**src/rtl/mem_stage_lsu.sv**
```systemverilog
// MEM-stage load/store unit: req/ack data-memory port, store lane replication and
// strobes, load formatting, and a pipeline stall until each access completes or is rejected.
module mem_stage_lsu #(
    parameter int unsigned ACK_TIMEOUT = 255
) (
    input  logic        clk,
    input  logic        rstn,
    input  logic        EXMEM_MemRead,
    input  logic        EXMEM_MemWrite,
    input  logic [2:0]  EXMEM_funct3,
    input  logic [31:0] EXMEM_ALU_result,
    input  logic [31:0] EXMEM_rs2_data,
    output logic        dmem_req,
    output logic        dmem_we,
    output logic [31:0] dmem_addr,
    output logic [31:0] dmem_wdata,
    output logic [3:0]  dmem_wstrb,
    input  logic        dmem_ack,
    input  logic [31:0] dmem_rdata,
    output logic [31:0] Mem_out,
    output logic        mem_stall,
    output logic [1:0]  mem_exc
);

    typedef enum logic [1:0] {StIdle, StBusy, StDone} state_t;

    state_t      r_state;
    logic [7:0]  r_cnt;
    logic [1:0]  r_exc;
    logic [2:0]  r_funct3;
    logic [1:0]  r_lane;

    logic        w_access;
    logic        w_illegal;
    logic        w_misaligned;
    logic        w_valid;
    logic [3:0]  w_wstrb;
    logic [31:0] w_wdata;
    logic [7:0]  w_byte;
    logic [15:0] w_half;
    logic [31:0] w_load;
    logic        w_timeout;

    assign w_access     = EXMEM_MemRead | EXMEM_MemWrite;
    assign w_illegal    = (EXMEM_funct3 == 3'b011) || (EXMEM_funct3[2:1] == 2'b11);
    assign w_misaligned = ((EXMEM_funct3[1:0] == 2'b10) && (EXMEM_ALU_result[1:0] != 2'b00)) ||
                          ((EXMEM_funct3[1:0] == 2'b01) && EXMEM_ALU_result[0]);
    assign w_valid      = w_access && !w_illegal && !w_misaligned;
    assign w_timeout    = (r_cnt == 8'(ACK_TIMEOUT - 1));

    always_comb begin
        w_wstrb = 4'b0000;
        w_wdata = EXMEM_rs2_data;
        unique case (EXMEM_funct3[1:0])
            2'b00: begin
                w_wstrb = 4'b0001 << EXMEM_ALU_result[1:0];
                w_wdata = {4{EXMEM_rs2_data[7:0]}};
            end
            2'b01: begin
                w_wstrb = 4'b0011 << EXMEM_ALU_result[1:0];
                w_wdata = {2{EXMEM_rs2_data[15:0]}};
            end
            default: w_wstrb = 4'b1111;
        endcase
        // A store wins when both MemRead and MemWrite are set; reads never enable lanes
        if (!EXMEM_MemWrite) begin
            w_wstrb = 4'b0000;
        end
    end

    assign w_byte = 8'(dmem_rdata >> {r_lane, 3'b000});
    assign w_half = r_lane[1] ? dmem_rdata[31:16] : dmem_rdata[15:0];

    always_comb begin
        w_load = dmem_rdata;
        case (r_funct3)
            3'b000:  w_load = {{24{w_byte[7]}}, w_byte};
            3'b001:  w_load = {{16{w_half[15]}}, w_half};
            3'b100:  w_load = {24'd0, w_byte};
            3'b101:  w_load = {16'd0, w_half};
            default: w_load = dmem_rdata;
        endcase
    end

    always_comb begin
        mem_exc = 2'b00;
        if (r_state == StIdle && w_access) begin
            if (w_illegal) begin
                mem_exc = 2'b10;
            end else if (w_misaligned) begin
                mem_exc = 2'b01;
            end
        end else if (r_state == StDone) begin
            mem_exc = r_exc;
        end
    end

    assign mem_stall = (r_state == StBusy) || (r_state == StIdle && w_valid);

    always_ff @(posedge clk or negedge rstn) begin
        if (!rstn) begin
            r_state    <= StIdle;
            r_cnt      <= 8'd0;
            r_exc      <= 2'b00;
            r_funct3   <= 3'b000;
            r_lane     <= 2'b00;
            dmem_req   <= 1'b0;
            dmem_we    <= 1'b0;
            dmem_addr  <= 32'd0;
            dmem_wdata <= 32'd0;
            dmem_wstrb <= 4'b0000;
            Mem_out    <= 32'd0;
        end else begin
            case (r_state)
                StIdle: begin
                    if (w_valid) begin
                        r_funct3   <= EXMEM_funct3;
                        r_lane     <= EXMEM_ALU_result[1:0];
                        dmem_req   <= 1'b1;
                        dmem_we    <= EXMEM_MemWrite;
                        dmem_addr  <= {EXMEM_ALU_result[31:2], 2'b00};
                        dmem_wdata <= w_wdata;
                        dmem_wstrb <= w_wstrb;
                        r_cnt      <= 8'd0;
                        r_state    <= StBusy;
                    end
                end
                StBusy: begin
                    if (dmem_ack) begin
                        if (!dmem_we) begin
                            Mem_out <= w_load;
                        end
                        dmem_req <= 1'b0;
                        r_state  <= StDone;
                    end else if (w_timeout) begin
                        dmem_req <= 1'b0;
                        Mem_out  <= 32'd0;
                        r_exc    <= 2'b11;
                        r_state  <= StDone;
                    end else begin
                        r_cnt <= r_cnt + 8'd1;
                    end
                end
                StDone: begin
                    r_cnt   <= 8'd0;
                    r_exc   <= 2'b00;
                    r_state <= StIdle;
                end
                default: r_state <= StIdle;
            endcase
        end
    end

endmodule

```
**config.mk**
```make
export PLATFORM = sky130hd
export DESIGN_NAME = mem_stage_lsu
export DESIGN_NICKNAME = d
export VERILOG_FILES = /design/src/rtl/mem_stage_lsu.sv
export SDC_FILE = /design/constraint.sdc
export NUM_CORES = 1
export LEC_CHECK = 0
export BUFFER_PORTS_ARGS = -buffer_cell sky130_fd_sc_hd__buf_2
export CAP_MARGIN = 15
export CELL_PAD_IN_SITES_DETAIL_PLACEMENT = 2
export CELL_PAD_IN_SITES_GLOBAL_PLACEMENT = 2
export CORE_MARGIN = 4
export CORE_UTILIZATION = 33
export CTS_BUF_LIST = sky130_fd_sc_hd__clkbuf_4 sky130_fd_sc_hd__clkbuf_8
export CTS_CLUSTER_DIAMETER = 30
export DETAILED_ROUTE_END_ITERATION = 8
export PLACE_DENSITY_LB_ADDON = 0.1
export SLEW_MARGIN = 20
export SYNTH_ARGS = -nofsm -noshare
export SYNTH_HDL_FRONTEND = slang
export SYNTH_SLANG_ARGS = --single-unit
```
**constraint.sdc**
```tcl
create_clock -name clk -period 4.2 [get_ports clk]
set_input_delay 0.42 -clock clk [delete_from_list [all_inputs] [get_ports clk]]
set_output_delay 0.42 -clock clk [all_outputs]
set_load 0.01 [all_outputs]
```
Word level (Yosys, flattened, before mapping):

Index checks and enable logic that the tools add are counted.
W data, S select, Z words.

* $add $sub $neg: 1
* $mul: 0
* divide/modulo/power cells: 0
* order comparisons: 0
* equality and inequality tests: 16
* shift-type cells: 3
* muxes and demuxes: 27
* bitwise logic cells: 1
* reduce and logical (&&, ||, !) cells: 25

Operators by type and width (count)
* $pmux W32 S4: 1
* $mux W32: 3
* $pmux W32 S2: 1
* $shr A32 B5 Y8: 1
* $mux W8: 3
* $pmux W8 S3: 1
* $mux W16: 1
* $mux W2: 8
* $ne A2 B2 Y1 const B: 5
* $reduce_and A3 Y1: 3
* $add A8 B1 Y8 const B: 1
* $eq A8 B8 Y1 const B: 1
* $pmux W2 S2: 2
* $pmux W4 S2: 1
* $reduce_bool A2 Y1: 4
* $eq A2 B2 Y1 const B: 3
* $eq A3 B3 Y1 const B: 2
* $logic_and A1 B1 Y1: 6
* $eq A2 B1 Y1 const B: 2
* $logic_not A2 Y1: 2
* $mux W1: 4
* $mux W4: 1
* $reduce_and A2 Y1: 2
* $reduce_and A4 Y1: 1
* other kinds (11): 14

* register bits after elaboration: 117
* bits in latches: 0
* bits in writable memories: 0
* bits in read-only memories: 0
* bits of input ports: 104
* output and inout bits: 105
* word-level logic and storage cells: 84
* memories kept: 0

Depth between registers and ports, before layout:

Gate-level depths: netlist (run 1).

* depth in word-level cells: 7
* gate-level depth with buffers: 8
* depth with buffers taken out: 6

Worst setup path before layout (run 1):

Ideal clock, no wire load.

* path kind: input port to output port
* start point: input EXMEM_funct3[0]
* end point: output mem_stall
* arrival: 1.489 ns
* data required time: 3.780 ns
* setup slack: 2.291 ns
* cell stages on the path: 6
* path buffers: 3
* cell sequence: buf_2 o21ai_0 and4_1 buf_2 buf_4 or2_2

* cells in the longest elaborated chain, start to end: 7
* elaborated cells between the ends (all ways): 13
* classes of those cells: 3 x eq/ne; 10 x reduce/logical

RTL lines
* start: declaration: RTL line 10 `input logic [2:0] EXMEM_funct3,`
* $eq A3 B2 Y1, or another cell as far along: RTL line 45 `assign w_illegal = (EXMEM_funct3 == 3'b011) || (EXMEM_funct3[2:1] == 2'b11);`
* $logic_or A1 B1 Y1, or another cell as far along: RTL line 45
* $logic_not A1 Y1 / $logic_or A1 B1 Y1 (equally long branches): RTL line 48, 46
* $logic_and A1 B1 Y1 / $logic_not A1 Y1 (equally long branches): RTL line 48 `assign w_valid = w_access && !w_illegal && !w_misaligned;`
* $logic_and A1 B1 Y1 *: RTL line 48
* $logic_and A1 B1 Y1 *: RTL line 98 `assign mem_stall = (r_state == StBusy) || (r_state == StIdle && w_valid);`
* $logic_or A1 B1 Y1 *: RTL line 98
* end: declaration: RTL line 21 `output logic mem_stall,`

Mark *: on every way between the ends. The rest lies on a longest branch, timed or not.

Worst setup path after layout (run 1):

* start point: register r_state[0]
* end point: output mem_stall

* cells in the longest elaborated chain, start to end: 3
* elaborated cells between the ends (all ways): 4
* classes of those cells: 1 x eq/ne; 3 x reduce/logical

RTL lines
* start: declaration: RTL line 27 `state_t r_state;`
* start signal: assignment: RTL line 102 `r_state <= StIdle;`
* start signal: assignment: RTL line 125 `r_state <= StBusy;`
* start signal: assignment: RTL line 134 `r_state <= StDone;`
* $logic_not A2 Y1: RTL line 98
* $logic_and A1 B1 Y1: RTL line 98
* $logic_or A1 B1 Y1 *: RTL line 98

Marked as above.

==> out/metrics.csv, run 1 <==
metric,value,unit
Total GRT Usage,0.193,
Iter 0 DRT Violations,183,
Post-synth top flop,dfrtp_1,
Mapped Avg Cell Area,11.1,sq um
CTS tree,done,
design area,7120,sq um
number of buffers added on ports,206,
GR Layer Usage met2,0.312,
sequential area share after synthesis,0.523,
"FFs w/ async S/R, synth",1.00,
power density over the cells,727,nW/um^2
Worst Max-Slew Pin Slew,0.954,ns
r2r setup slk,1.56,ns
Synth Instances,499,
Layout Nets,801,
largest area contributor in the netlist,dfrtp_1,
status,"complete, no violations",
Static Leakage,3.52,nW
# DRC,0,
DP HPWL,13.4,mm
CTS Sinks,116,
I/O pin cnt,209,
CP required,3.78,ns
R2R depth,4,
Setup Crit Path Kind,reg -> out,
setup TNS,0,ns
fin. max-slew vios,0,
Peak supply drop,273,uV
r2r startpoint,r_state[0],
first-pass GRT wire length,28.3,mm
# diodes,0,
die area,19000,sq um
post-synthesis cell area,5550,sq um
Inst Count DP,896,
unrepaired setup endpoints after global routing,false,
DR WL/cell,19.6,um
fin crit share,0.700,
Max-cap violations,0,
Post-DRT Antenna Nets,0,
clock buffer count from CTS,17,
Yosys top cell area share,0.523,
layout cells sized above 1,0.445,
# rows,47,
vias in the first global route,5124,
initial antenna violation count,0,
Post-synth top cells,"116 x dfrtp_1, 60 x mux2_2, 43 x nand2_1",
synth unique cells,48,
synth-to-layout area growth,28.3,%
post-CTS sizing,0,
H-tree depth,4,
clk buf depth,2,
final setup vio count,0,
Post-synth EDFFs,0,
terminus of the critical flop-to-flop path,dmem_wdata[28],
most used routing layer,met2,
placed cell area,6670,sq um
core area,16500,sq um
postcts setup bufs,0,
Slew HR,0.362,
count of non-filler cells in the finished layout,928,
final hold slack,0.0246,ns
Fmax,0.340,GHz
drt pass-1 iters,7,
drt total wl,18.2,mm
met1 Use GR,0.245,
final hold violations,0,
GRT met3 Usage,0.0632,
clock slew seen by the registers of the worst setup and hold paths,0.07,ns
Worst Skew,0.0137,ns
largest net degree at the start of global routing,74,
die width,138,um
clock latency on the worst-skew pair,0.44,ns
Overflow after GRT,0,
die height,138,um
YS warnings,0,
CP Capture Type,output port,
CTS root buffer,clkbuf_8,
via density per instance,5.01,
Initial Util,0.336,
vias,4649,
Hold WC Path Type,in -> async,
"flops & latches, synth",116,
top-count cell post-synth,dfrtp_1,
synth top area cells,"dfrtp_1 52%, mux2_2 12%, mux2i_1 4.7%, a21oi_1 3.4%, nand2_1 2.9%",
Critical Path Fanout Max,73,
GPL Wtd Cong,0.782,
crit path DAT,2.52,ns
min cycle time layout,2.94,ns
CP startpoint kind,flop,
cts hold-fix bufs,0,
==> worst max-delay path, stage by stage, from the launching register on <==
cell,delay [ns]
dfrtp_1,0.60
inv_1,0.28
and4_4,0.84
or2_2,0.23
buf_2,0.12
==> state kept, by name, summed over array words and instances, names as in the netlist <==
| signal | flops |
|---|---|
| r_lane | 2 |
| r_funct3 | 3 |
| dmem_wstrb | 4 |
| r_cnt | 8 |
| Mem_out | 32 |
| r_state | 2 |
| dmem_we | 1 |
| dmem_wdata | 32 |
| dmem_addr | 30 |
| dmem_req | 1 |
| r_exc | 1 |
==> cell usage in the layout, fill, tap and decap left out, types with 5 or more instances in the layout <==
cell type and instances:
buf_2 205, dfrtp_1 116, mux2_2 60, nand2_1 43, a21oi_1 38, nor2_1 37
o21ai_0 28, mux2i_1 26, inv_1 19, clkbuf_8 18, a22oi_1 14, o211ai_1 8
o22ai_1 8, a22o_1 8, o31ai_1 8, nand3_1 5, buf_4 5
==> per-layer routing <==
layer	vias to the layer above	part of all wire	routed length, um
li1	2165	-	-
met1	2331	0.42	7710
met2	130	0.49	8900
met3	23	0.070	1280
met4	0	0.016	298
met5	-	0	0
==> through the flow <==
stage	util	power [mW]	setup WS (ns)
3_3_place_gp	0.404	3.96	1.39
2_1_floorplan	-	3.15	2.29
5_1_grt	0.431	5.58	1.06
3_5_place_dp	0.404	4.06	1.26
4_1_cts	0.431	5.28	1.22
6_report	0.431	5.18	1.26
==> report_power, final <==
group	switching [mW]	total [mW]	internal [mW]
registers	0.408	2.04	1.64
clock network	0.511	1.18	0.669
logic	1.04	1.95	0.910
total	1.96	5.18	3.22
==> how the worst max path moves through the flow <==
stage | from | to | slack, ns | cells past startpoint
after floorplan | EXMEM_funct3[0] | mem_stall | 2.29 | 6
after global placement | EXMEM_funct3[1] | dmem_wdata[5] | 1.39 | 5
after detailed placement | EXMEM_funct3[1] | dmem_wdata[28] | 1.26 | 5
after CTS | r_state[0] | mem_stall | 1.22 | 4
after global routing | r_state[0] | mem_stall | 1.06 | 4
final | r_state[0] | mem_stall | 1.26 | 4
==> cell type report <==
type	count	area (sq um)
Fill cell	1786	9400
Multi-Input combinational cell	331	2360
Inverter	19	71.3
Timing Repair Buffer	210	1060
Sequential cell	116	2900
Clock inverter	14	200
Tap cell	220	275
Clock buffer	18	248
==> cells by family (layout without fill, tap and decap cells) <==
group | count (synthesis) | after routing | share of synthesized area
AO/OA/AOI/OAI | 127 | 127 | 0.150
flip-flops | 116 | 116 | 0.523
AND/OR/NAND/NOR | 110 | 110 | 0.0915
multiplexers | 88 | 88 | 0.174
buffers and inverters | 53 | 261 | 0.0528
adder cells (fa/ha/maj) | 2 | 2 | 0.00451
XOR/XNOR | 2 | 2 | 0.00316
other | 1 | 2 | 0.000676
No activity file was read; power rests on OpenSTA's default activity.
==> run 2, diff against run 1 <==
--- a/config.mk
+++ b/config.mk
@@ -10,7 +10,7 @@
 export CELL_PAD_IN_SITES_DETAIL_PLACEMENT = 2
 export CELL_PAD_IN_SITES_GLOBAL_PLACEMENT = 2
 export CORE_MARGIN = 4
-export CORE_UTILIZATION = 33
+export CORE_UTILIZATION = 31
 export CTS_BUF_LIST = sky130_fd_sc_hd__clkbuf_4 sky130_fd_sc_hd__clkbuf_8
 export CTS_CLUSTER_DIAMETER = 30
 export DETAILED_ROUTE_END_ITERATION = 8
==> constraint.sdc (replaced) <==
create_clock -name clk -period 2.85 [get_ports clk]
set_input_delay 0.285 -clock clk [delete_from_list [all_inputs] [get_ports clk]]
set_output_delay 0.285 -clock clk [all_outputs]
set_load 0.01 [all_outputs]
==> run 2 against run 1 <==
Effect of this change:
- core utilization is 1.8 points lower
- final area is 1.0% higher
- sequential share of layout area is 0.41 points lower
- setup slack worse by 0.80 ns
- flip-flop and latch count stayed put
- highest routed layer is now met5
- largest power group unchanged
- via count is 1.2% higher
- clock-buffer cell count is 1 lower
==> out/metrics.csv, run 2 (synthesized netlist as in run 1, its figures left out) <==
metric,value,unit,change
Hold WC Path Type,in -> reg,,was in -> async
drt pass-1 iters,4,,was 7
Worst Max-Slew Pin Slew,0.992,ns,was 0.954 ns
final hold violations,0,,unchanged
Tot Pwr,7.73,mW,was 5.18 mW
Top Registers,"Mem_out (32), dmem_wdata (32), dmem_addr (30)",,unchanged
Post-DRT Antenna Nets,0,,unchanged
status,"complete, no violations",,unchanged
number of buffers added on ports,206,,unchanged
Initial Util,0.319,,was 0.336
Worst Skew,0.0181,ns,was 0.0137 ns
CP Cell Sequence,inv_1 -> and4_4 -> or2_2 -> buf_2,,unchanged
I/O pin cnt,209,,unchanged
CP startpoint kind,flop,,unchanged
crit path DAT,2.11,ns,was 2.52 ns
# DRC,0,,unchanged
# rows,48,,was 47
Iter 0 DRT Violations,197,,was 183
Max-cap violations,0,,unchanged
CP required,2.57,ns,was 3.78 ns
DR WL/cell,20.0,um,was 19.6 um
vias,4707,,was 4649
core area,17400,sq um,was 16500 sq um
via density per instance,5.02,,was 5.01
"most common cell after layout, fill and taps aside",buf_2,,unchanged
vias in the first global route,5347,,was 5124
"commonest non-fill, non-tap cells in the layout","205 x buf_2, 116 x dfrtp_1, 60 x mux2_2, 43 x nand2_1, 38 x a21oi_1",,unchanged
R2R depth,4,,unchanged
fin. max-slew vios,0,,unchanged
min cycle time layout,2.39,ns,
power density over the cells,1070,nW/um^2,was 727 nW/um^2
CP Capture Type,output port,,unchanged
Peak supply drop,488,uV,was 273 uV
H-tree depth,4,,unchanged
Reg area,2900,sq um,unchanged
first-pass GRT wire length,29.9,mm,was 28.3 mm
die area,20100,sq um,was 19000 sq um
area of the multi-input gates,2360,sq um,unchanged
CTS root buffer,clkbuf_8,,unchanged
Critical Path Fanout Max,17,,was 73
final hold slack,0.0661,ns,was 0.0246 ns
initial antenna violation count,4,,was 0
Filler Cells Inserted,1899,,was 1786
Total GRT Usage,0.191,,was 0.193
Slew HR,0.336,,was 0.362
Layout Nets,804,,was 801
GPL Wtd Cong,0.768,,was 0.782
Fmax,0.418,GHz,
"Slowest-stage cell, CP",dfrtp_1,,was and4_4
Crit path depth,4,,unchanged
design area,7190,sq um,was 7120 sq um
CTS Sinks,116,,unchanged
fin crit share,0.839,,
clock latency on the worst-skew pair,0.45,ns,was 0.44 ns
clock slew seen by the registers of the worst setup and hold paths,0.08,ns,was 0.07 ns
layout cells sized above 1,0.446,,was 0.445
clk buf depth,2,,unchanged
max incr delay on CP,0.69,ns,was 0.84 ns
Overflow after GRT,0,,unchanged
placed cell area,6720,sq um,was 6670 sq um
Hold Crit Depth,2,,
worst path bufs/invs,2,,unchanged
drt total wl,18.7,mm,was 18.2 mm
die width,142,um,was 138 um
clock buffer count from CTS,17,,unchanged
final setup vio count,0,,unchanged
unrepaired setup endpoints after global routing,false,,unchanged
CTS tree,done,,unchanged
die height,142,um,was 138 um
Setup Crit Path Kind,reg -> out,,unchanged
cell family with most CP delay,flip-flops,,was simple AND/OR/NAND/NOR gates
DP HPWL,13.8,mm,was 13.4 mm
Static Leakage,3.55,nW,was 3.52 nW
setup TNS,0,ns,unchanged
synth-to-layout area growth,29.6,%,was 28.3%
largest net degree at the start of global routing,73,,was 74
==> run 2: cell count changes in the layout (fill, tap and decap cells not counted) <==
cell / delta
clkinvlp_4: -1
diode_2: +1
clkbuf_8: -1
dlygate4sd3_1: +1
bufinv_16: +1
clkinv_2: +1
buf_12: +2
==> run 2: worst reg2reg max path: cells and delay by family (launching register included) <==
| kind | cells | cell delay (ns) |
|---|---|---|
| compound gates | 1 | 0.21 |
| flops | 1 | 0.69 |
| simple gates | 3 | 1.35 |
==> run 2: per-stage QoR <==
step | setup WS [ns] | cells | util
floorplan | 1.18 | 500 | -
finish | 0.458 | 937 | 0.413
global route | 0.289 | 936 | 0.413
global placement | 0.736 | 903 | 0.386
detailed placement | 0.516 | 903 | 0.386
CTS | 0.434 | 936 | 0.413
==> run 2: path summary, 6_finish.rpt <==
path	start	to	slack [ns]
min in group asynchronous	rstn	Mem_out[15]	0.40
max in group asynchronous	rstn	r_funct3[0]	1.59
min	EXMEM_ALU_result[12]	dmem_addr[12]	0.07
max	r_state[0]	mem_stall	0.46
min reg2reg	Mem_out[1]	Mem_out[1]	0.48
max reg2reg	r_state[0]	Mem_out[16]	0.53
==> run 2: layout make-up <==
type	instances	share of cell area
inverters	19	0.00991
multi-input cells	331	0.328
clock inverters	15	0.0317
repair buffers	213	0.155
well taps	225	0.0391
flip-flops and latches	116	0.404
diodes	1	0.000348
clock buffers	17	0.0325
==> run 2: repair_timing <==
| item | in CTS | in global routing |
|---|---|---|
| buffers inserted | 0 | 0 |
| hold buffers | 1 | 0 |
| gates resized for setup | 0 | 0 |
| hold endpoints to repair | 44 | 0 |
==> run 2: report_power, final <==
group,internal (mW),total [mW],switching (mW)
Combinational,1.35,2.90,1.55
Clock,1.05,1.81,0.759
Sequential,2.41,3.02,0.604
==> run 2: layer usage <==
layer  wire (um)  share of wire  vias up  track usage
met5          60         0.0032        -            0
met4         275          0.015        8       0.0556
met3        1550          0.083       31       0.0748
met2        9470           0.51      145        0.322
met1        7370           0.39     2340        0.225
li1            -              -     2183            -
